<file path="src/rtl/i4002_host_seq.sv">
// Host-side 4002 RAM bus sequencer: runs the 8-slot MCS-4 frame and turns one
// host nibble request into an SRC frame, an I/O frame and an optional read-drain frame.
module i4002_host_seq #(
  parameter bit READ_DRAIN = 1'b1
) (
  input  logic       clk,
  input  logic       rst_n,
  input  logic       req_valid,
  output logic       req_ready,
  input  logic [3:0] req_op,
  input  logic [1:0] req_chip,
  input  logic [1:0] req_reg,
  input  logic [3:0] req_char,
  input  logic [3:0] req_wdata,
  output logic       rsp_valid,
  output logic       rsp_err,
  output logic [3:0] rsp_rdata,
  output logic       busy,
  output logic       sync,
  output logic       cm_ram,
  output logic [3:0] ram_dbus_wr,
  input  logic [3:0] ram_dbus_rd
);

  localparam logic [3:0] OP_WRM = 4'h0, OP_WMP = 4'h1, OP_SBM = 4'h8,
                         OP_RDM = 4'h9, OP_ADM = 4'hB;

  typedef enum logic [1:0] {S_IDLE, S_SRC, S_IO, S_DRAIN} state_e;

  state_e     state_q;
  logic [2:0] slot_q;
  logic       primed_q;
  logic [3:0] op_q, char_q, wdata_q;
  logic [1:0] chip_q, reg_q;
  logic       rsp_valid_q, rsp_err_q;
  logic [3:0] rsp_rdata_q;

  // WR0..WR3 are 01xx, RD0..RD3 are 11xx
  function automatic logic op_is_wr(input logic [3:0] op);
    return (op == OP_WRM) || (op == OP_WMP) || (op[3:2] == 2'b01);
  endfunction

  function automatic logic op_is_rd(input logic [3:0] op);
    return (op == OP_SBM) || (op == OP_RDM) || (op == OP_ADM) || (op[3:2] == 2'b11);
  endfunction

  logic accept, fin6;
  assign req_ready = primed_q && (slot_q == 3'd7) && (state_q == S_IDLE);
  assign accept    = req_valid && req_ready;
  // Slot 6 of whichever frame ends the operation: sample and raise the response
  assign fin6 = (slot_q == 3'd6) &&
                (((state_q == S_IO) && (op_is_wr(op_q) || !READ_DRAIN)) ||
                 (state_q == S_DRAIN));

  always_ff @(posedge clk or negedge rst_n) begin
    if (!rst_n) begin
      state_q     <= S_IDLE;
      slot_q      <= 3'd0;
      primed_q    <= 1'b0;
      op_q        <= 4'd0;
      char_q      <= 4'd0;
      wdata_q     <= 4'd0;
      chip_q      <= 2'd0;
      reg_q       <= 2'd0;
      rsp_valid_q <= 1'b0;
      rsp_err_q   <= 1'b0;
      rsp_rdata_q <= 4'd0;
    end else begin
      slot_q      <= slot_q + 3'd1;
      rsp_valid_q <= 1'b0;
      rsp_err_q   <= 1'b0;
      if (slot_q == 3'd7) primed_q <= 1'b1;
      unique case (state_q)
        S_IDLE: if (accept) begin
          if (op_is_wr(req_op) || op_is_rd(req_op)) begin
            op_q    <= req_op;
            chip_q  <= req_chip;
            reg_q   <= req_reg;
            char_q  <= req_char;
            wdata_q <= req_wdata;
            state_q <= S_SRC;
          end else begin
            rsp_valid_q <= 1'b1;
            rsp_err_q   <= 1'b1;
            rsp_rdata_q <= 4'd0;
          end
        end
        S_SRC:   if (slot_q == 3'd7) state_q <= S_IO;
        S_IO:    if (slot_q == 3'd7)
                   state_q <= (op_is_rd(op_q) && READ_DRAIN) ? S_DRAIN : S_IDLE;
        S_DRAIN: if (slot_q == 3'd7) state_q <= S_IDLE;
        default: state_q <= S_IDLE;
      endcase
      if (fin6) begin
        rsp_valid_q <= 1'b1;
        rsp_rdata_q <= op_is_wr(op_q) ? 4'd0 : ram_dbus_rd;
      end
    end
  end

  // Bus lines decode from registered state only; host inputs never reach them
  always_comb begin
    cm_ram      = 1'b0;
    ram_dbus_wr = 4'd0;
    unique case (state_q)
      S_SRC: begin
        if (slot_q == 3'd6) begin
          cm_ram      = 1'b1;
          ram_dbus_wr = {chip_q, reg_q};
        end else if (slot_q == 3'd7) begin
          ram_dbus_wr = char_q;
        end
      end
      S_IO: begin
        if (slot_q == 3'd4) begin
          cm_ram      = 1'b1;
          ram_dbus_wr = op_q;
        end else if (slot_q == 3'd6) begin
          ram_dbus_wr = op_is_wr(op_q) ? wdata_q : 4'd0;
        end
      end
      default: ;
    endcase
  end

  assign sync      = (slot_q == 3'd7);
  assign busy      = (state_q != S_IDLE);
  assign rsp_valid = rsp_valid_q;
  assign rsp_err   = rsp_err_q;
  assign rsp_rdata = rsp_rdata_q;

endmodule

</file>
<file path="config.mk">
export PLATFORM = sky130hd
export DESIGN_NAME = i4002_host_seq
export DESIGN_NICKNAME = d
export VERILOG_FILES = /design/src/rtl/i4002_host_seq.sv
export SDC_FILE = /design/constraint.sdc
export NUM_CORES = 1
export LEC_CHECK = 0
export BUFFER_PORTS_ARGS = -buffer_cell sky130_fd_sc_hd__buf_4
export CAP_MARGIN = 20
export CORE_AREA = 2 2 49 84
export CTS_BUF_LIST = sky130_fd_sc_hd__clkbuf_16
export CTS_CLUSTER_SIZE = 30
export DETAILED_ROUTE_END_ITERATION = 7
export DIE_AREA = 0 0 51 86
export GPL_ROUTABILITY_DRIVEN = 1
export SYNTH_ARGS = -nofsm -noshare
export SYNTH_HDL_FRONTEND = slang
export SYNTH_SLANG_ARGS = --single-unit
</file>
<file path="constraint.sdc">
create_clock -name clk -period 1.8 [get_ports clk]
set_input_delay 0.36 -clock clk [delete_from_list [all_inputs] [get_ports clk]]
set_output_delay 0.36 -clock clk [all_outputs]
set_load 0.01 [all_outputs]
</file>
==> summary.txt, run 1 <==
Cells and area
  – Commonest non-fill, non-tap cell in the layout: buf_4
  – Final Non-Filler Cells: 231
  – Share of cells above drive strength 1: 0.605
  – Antenna fix cells: 0
  – Final core occ: 0.584
  – Area growth syn-to-layout: 50.9%
  – Most frequent cells in the layout: 61 x buf_4, 28 x dfrtp_1, 15 x mux2_2, 7 x nand2_1
  – Fin nets: 218

Placed design
  – Port Buffers: 36
  – Placer Congestion: 0.979
  – Inst Count DP: 223
  – Post-DP HPWL: ~2800 um

Outcome
  – Status: complete, but fails checks
  – Failing checks: setup timing

Global routing
  – Largest net degree at the start of global routing: 29
  – Initial antenna violation count: 0
  – Most used routing layer: met2
  – GR Overflow Total: 0
  – Vias in the first global route: 1269
  – Met3 Resource Use GR: 0.0279
  – GRT Util Overall: 0.173
  – Met2 usage: 0.322
  – First-pass GRT wire length: around 5700 um
  – Met1 Use GR: 0.184

Critical path
  – Worst Path Arrival: 1820 ps
  – Worst-case reg-to-reg path depth: 7
  – Startpoint Class: register
  – Reg-to-reg endpoint: chip_q[0]
  – Crit Path Category: reg -> out
  – Crit end category: output pin
  – R2R setup slack: -110 ps
  – CP Data Required Time: 1440 ps
  – Worst r2r src: slot_q[1]
  – Peak fanout along the critical path: 4

Drt
  – Vias: 1183
  – WL/cell: 15.2 um
  – Drt first pass iters: 4
  – Routed wire length: ~3500 um
  – ANT nets after route: 0
  – DRT iter0 DRCs: 11
  – Via density: 5.12
  – DRC Markers: 0

STA
  – Max Fclk: about 0.46 GHz
  – Slew HR: 0.707
  – Max Transition Viols Final: 0
  – Worst-margin pin slew: 436 ps
  – Unrepaired setup endpoints after global routing: true
  – Setup violations, final: 22
  – Crit path time final: between 2000 and 2500 ps
  – Final hold vios: 0
  – Worst hold slack: between 5 and 6 ps
  – Tcrit/Tclk final: 1.21
  – Clk_skew: 2.16 ps
  – Setup ws final: -382 ps

Logic synthesis
  – Mapped Nets: around 150
  – Yosys warning count: 0
  – Cell taking the most area after synthesis: dfrtp_1
  – Gate count of the mapped netlist: 120
  – Leading post-synthesis cells by cell area: dfrtp_1 49%, mux2_2 12%, ha_1 7.9%
  – Post-synthesis sequential element count: 28
  – Post-Syn Area: 0.00142 mm^2
  – Syn_area_per_cell: between 10 and 15 um^2
  – Register area share after synthesis: 0.494
  – Yosys top cell area share: 0.494
  – Post-synthesis cell type count: 30

CTS
  – Clock sinks: 28
  – Cts bufs inserted: 3
  – CTS tree: yes
  – Clock Tree Buf Depth: 2
  – CTS root buf: clkbuf_16
  – Clock-pin slew on the worst setup and hold paths: 70 ps
  – Htree depth: 1
  – Worst skew pair latency: roughly 260 ps

Floorplan
  – I/O Pins: 37
  – Core area: between 0.003 and 0.004 mm^2
  – Die area: 0.00439 mm^2
  – FP Rows: 29
  – Die height: 86 um
  – Die Width: 51 um
  – Starting density of the core: 0.387

Power and ir drop
  – Max IR drop VDD: 0.000589 V
  – Lkg Pwr: ~1 nW
  – Power Density: 1200 mW/mm^2

Flow run
  – Maxcap violations: 0

Min path
  – Hold crit path type: in -> async
## worst max path at each step
stage / start / endpoint
after CTS: slot_q[0] / ram_dbus_wr[3]
after global placement: slot_q[1] / ram_dbus_wr[1]
final: slot_q[0] / ram_dbus_wr[3]
after floorplan: slot_q[1] / char_q[1]
after detailed placement: slot_q[1] / state_q[0]
after global routing: slot_q[1] / ram_dbus_wr[3]
## per-stage QoR
stage	total power, W	setup WS, ps	TNS, ps	area (um^2)
CTS	0.00257	-399	-3030	2120
detailed placement	0.00197	-160	-2770	1940
global route	0.00274	-470	-5110	2140
finish	0.00257	-382	-2980	2140
floorplan	0.00150	17.0	0	1440
global placement	0.00193	-96.8	-1460	1940
## report_power, final
part           leakage [nW]  total [W]  internal (W)  switching, W
clock network        0.0385   0.000498      0.000297      0.000201
logic                 0.617    0.00107      0.000569      0.000499
registers             0.352    0.00101      0.000863      0.000143
## synthesized netlist by cell type
cell type and instances:
nand3b_1 1, mux2i_1 1, inv_1 9, a31oi_1 7, and3_1 5, a22o_1 4, nor4_2 1, o21bai_1 1
and2_1 1, dfrtp_1 28, o22a_2 1, nand4_4 1, a31oi_2 1, or2_2 1, ha_1 9, nand2_1 9
a211oi_1 1, o21ai_0 4, buf_6 1, nand2b_1 2, and3_2 5, a2bb2oi_1 1, nor3_2 1, o31ai_1 1
nor2_1 4, nor3_1 2, and2b_1 1, nor2_4 1, mux2_2 15, a21oi_1 1
## state kept, by name, indices dropped and copies added (netlist names)
signal     count
wdata_q        4
primed_q       1
reg_q          2
rsp_valid      1
chip_q         2
slot_q         3
rsp_rdata      4
char_q         4
op_q           4
rsp_err        1
state_q        2
## critical path, cell delays in order, from the launching register on
cell	delay, ps
dfrtp_1	390
inv_2	120
ha_4	160
nand3b_1	140
nor4_4	200
buf_4	160
nand2_2	50
a31oi_2	190
buf_4	150
## layer usage
layer	routed length (um)	vias up
met3	103	8
met5	0	-
li1	-	561
met4	95	0
met1	1280	585
met2	2030	29
## final cells by class
class	instances	area (um^2)
clock inverters	1	3.75
inverters	9	37.5
fillers	312	1530
flip-flops and latches	28	701
repair buffers	62	478
well taps	46	57.6
clock buffers	3	75.1
multi-input cells	82	787
## logic make-up after synthesis
logic type,synth area share
AND/OR/NAND/NOR,0.157
flip-flops,0.494
AO/OA/AOI/OAI,0.111
multiplexers,0.126
buffers and inverters,0.0318
adder cells (fa/ha/maj),0.0794
## repair_timing
item	4_1_cts	5_1_grt
pin swaps	2	0
resized for setup	21	3
setup buffers	3	1
hold endpoints to repair	0	0
endpoints found under the setup margin	27	27
hold buffers	0	0
(Power assumes the default switching activity.)
==> inputs of run 2 (changes only) <==
Settings changed: SETUP_SLACK_MARGIN set to 0.02.
==> run 2 against run 1 <==
Core utilization is 0.61 points lower. Critical path depth shrank 1. The run still ends with setup timing left. Clock power grew 29%. First-iteration DRC count up 82%. Die area is the same.
==> summary.txt, run 2 (synthesis results as in run 1) <==
STA
  – Setup ws final: -319 ps (+62.9 ps)
  – Crit path time final: 2120 ps (-62.9 ps)
  – Final hold vios: 0 (unchanged)
  – Post-Route Setup TNS: -3060 ps (-82.0 ps)
  – Setup violations, final: 27 (+23%)
  – Worst hold slack: 4.79 ps (-0.597 ps)
  – Unrepaired setup endpoints after global routing: true
  – Max Transition Viols Final: 0 (unchanged)
  – Clk_skew: 3.44 ps (+1.29 ps)
  – Worst-margin pin slew: 474 ps (+37.7 ps)
  – Max Fclk: 0.472 GHz (+3.0%)
  – Tcrit/Tclk final: 1.18 (-0.0349)
  – Slew HR: 0.682 (-0.0253)

Global routing
  – Vias in the first global route: 1324 (+4.3%)
  – GRT Util Overall: 0.176 (+0.00351)
  – Initial antenna violation count: 0 (unchanged)
  – Largest net degree at the start of global routing: 29 (unchanged)
  – First-pass GRT wire length: 5820 um (+2.1%)
  – GR Overflow Total: 0 (unchanged)

Floorplan
  – FP Rows: 29 (unchanged)
  – Starting density of the core: 0.387 (unchanged)
  – Die Width: 51 um (unchanged)
  – I/O Pins: 37 (unchanged)
  – Die height: 86 um (unchanged)
  – Die area: 0.00439 mm^2 (unchanged)
  – Core area: 0.00366 mm^2 (unchanged)

Cells and area
  – Area growth syn-to-layout: 49.3%
  – Final Non-Filler Cells: 225 (-2.6%)
  – Share of cells above drive strength 1: 0.581 (-0.0244)
  – Most frequent cells in the layout: 53 x buf_4, 28 x dfrtp_1, 15 x mux2_2, 8 x nand2_1, 6 x and3_2
  – Antenna fix cells: 0 (unchanged)
  – Fin nets: 212 (-2.8%)
  – Commonest non-fill, non-tap cell in the layout: buf_4
  – Filler Cells Inserted: 316 (+1.3%)

Critical path
  – Peak fanout along the critical path: 4 (unchanged)
  – Crit end category: output pin
  – Startpoint Class: register
  – Worst Path Arrival: 1760 ps (-60 ps)
  – Crit. Startpoint: state_q[0]
  – Worst r2r src: slot_q[1]
  – Crit Path Category: reg -> out
  – R2R setup slack: -120 ps (about the same)
  – Reg-to-reg endpoint: state_q[1]
  – CP Data Required Time: 1440 ps (about the same)
  – Worst-case reg-to-reg path depth: 7 (unchanged)

Placed design
  – Post-DP HPWL: 2690 um (-2.5%)
  – Dpl ws: -146 ps (+13.4 ps)
  – Placer Congestion: 0.882 (-9.9%)
  – Inst Count DP: 216 (-3.1%)
  – Port Buffers: 36 (unchanged)

Power and ir drop
  – Lkg Pwr: 0.994 nW (-1.4%)
  – Max IR drop VDD: 0.000716 V (+22%)
  – Tot Pwr: 0.00272 W (+5.9%)
  – Power Density: 1290 mW/mm^2 (+7.0%)

Drt
  – Vias: 1153 (-2.5%)
  – WL/cell: 15.5 um (+1.9%)
  – Via density: 5.12 (about the same)
  – Routed wire length: 3480 um (-0.71%)
  – Drt first pass iters: 4 (unchanged)
  – DRC Markers: 0 (unchanged)
  – ANT nets after route: 0 (unchanged)
  – DRT iter0 DRCs: 20 (+9)

CTS
  – CTS tree: yes
  – Htree depth: 1 (unchanged)
  – CTS root buf: clkbuf_16
  – Cts bufs inserted: 3 (unchanged)
  – Worst skew pair latency: 260 ps (about the same)
  – Cts hold-fix bufs: 0 (unchanged)
  – Clock sinks: 28 (unchanged)
  – Clock-pin slew on the worst setup and hold paths: 60 ps (about the same)
  – Clock Tree Buf Depth: 2 (unchanged)

Min path
  – Hold crit path type: in -> async

Flow run
  – Maxcap violations: 0 (unchanged)

Outcome
  – Failing checks: setup timing
  – Status: complete, but fails checks
## run 2: layout make-up
class | instances | area (um^2) | area share
well taps | 46 | 57.6 | 0.0272
clock buffers | 3 | 75.1 | 0.0355
clock inverters | 1 | 30.0 | 0.0142
inverters | 9 | 37.5 | 0.0177
multi-input cells | 82 | 776 | 0.366
repair buffers | 56 | 440 | 0.208
flip-flops and latches | 28 | 701 | 0.331
## run 2: worst max-delay path by stage
stage                                 to  cells past startpoint  slack, ps
final                     ram_dbus_wr[1]                      7       -320
after global placement    ram_dbus_wr[2]                      7       -110
after CTS                 ram_dbus_wr[1]                      7       -320
after detailed placement  ram_dbus_wr[2]                      7       -150
after floorplan           ram_dbus_wr[0]                      6         60
after global routing      ram_dbus_wr[1]                      7       -450
## run 2: critical path, stage by stage (launching register included)
cell     delay, ps
dfrtp_1        380
inv_1           80
ha_1           170
inv_1           80
nor4_4         330
nand2_1        120
a31oi_2        190
buf_4          140
## run 2: stage by stage
| stage | cell area (um^2) | utilization |
|---|---|---|
| after floorplan | 1450 | - |
| after global placement | 1900 | 0.517 |
| after detailed placement | 1900 | 0.517 |
| after CTS | 2070 | 0.566 |
| after global routing | 2120 | 0.578 |
| final | 2120 | 0.578 |
## run 2: layer usage
| metal | global-route usage | part of all wire |
|---|---|---|
| met1 | 0.181 | 0.34 |
| met2 | 0.331 | 0.59 |
| met3 | 0.0279 | 0.037 |
| met4 | 0.0885 | 0.030 |
| met5 | 0 | 0 |
## run 2: timing repair
action                                  4_1_cts  5_1_grt
buffers inserted                              2        4
gates resized for setup                      18        5
endpoints found under the setup margin       28       28
pin swaps                                     3        2
## run 2: power breakdown
part	leakage [nW]	switching [W]	internal, W
Clock	0.0511	0.000201	0.000442
Sequential	0.352	0.000139	0.000862
Combinational	0.591	0.000507	0.000571
Total	0.994	0.000847	0.00188
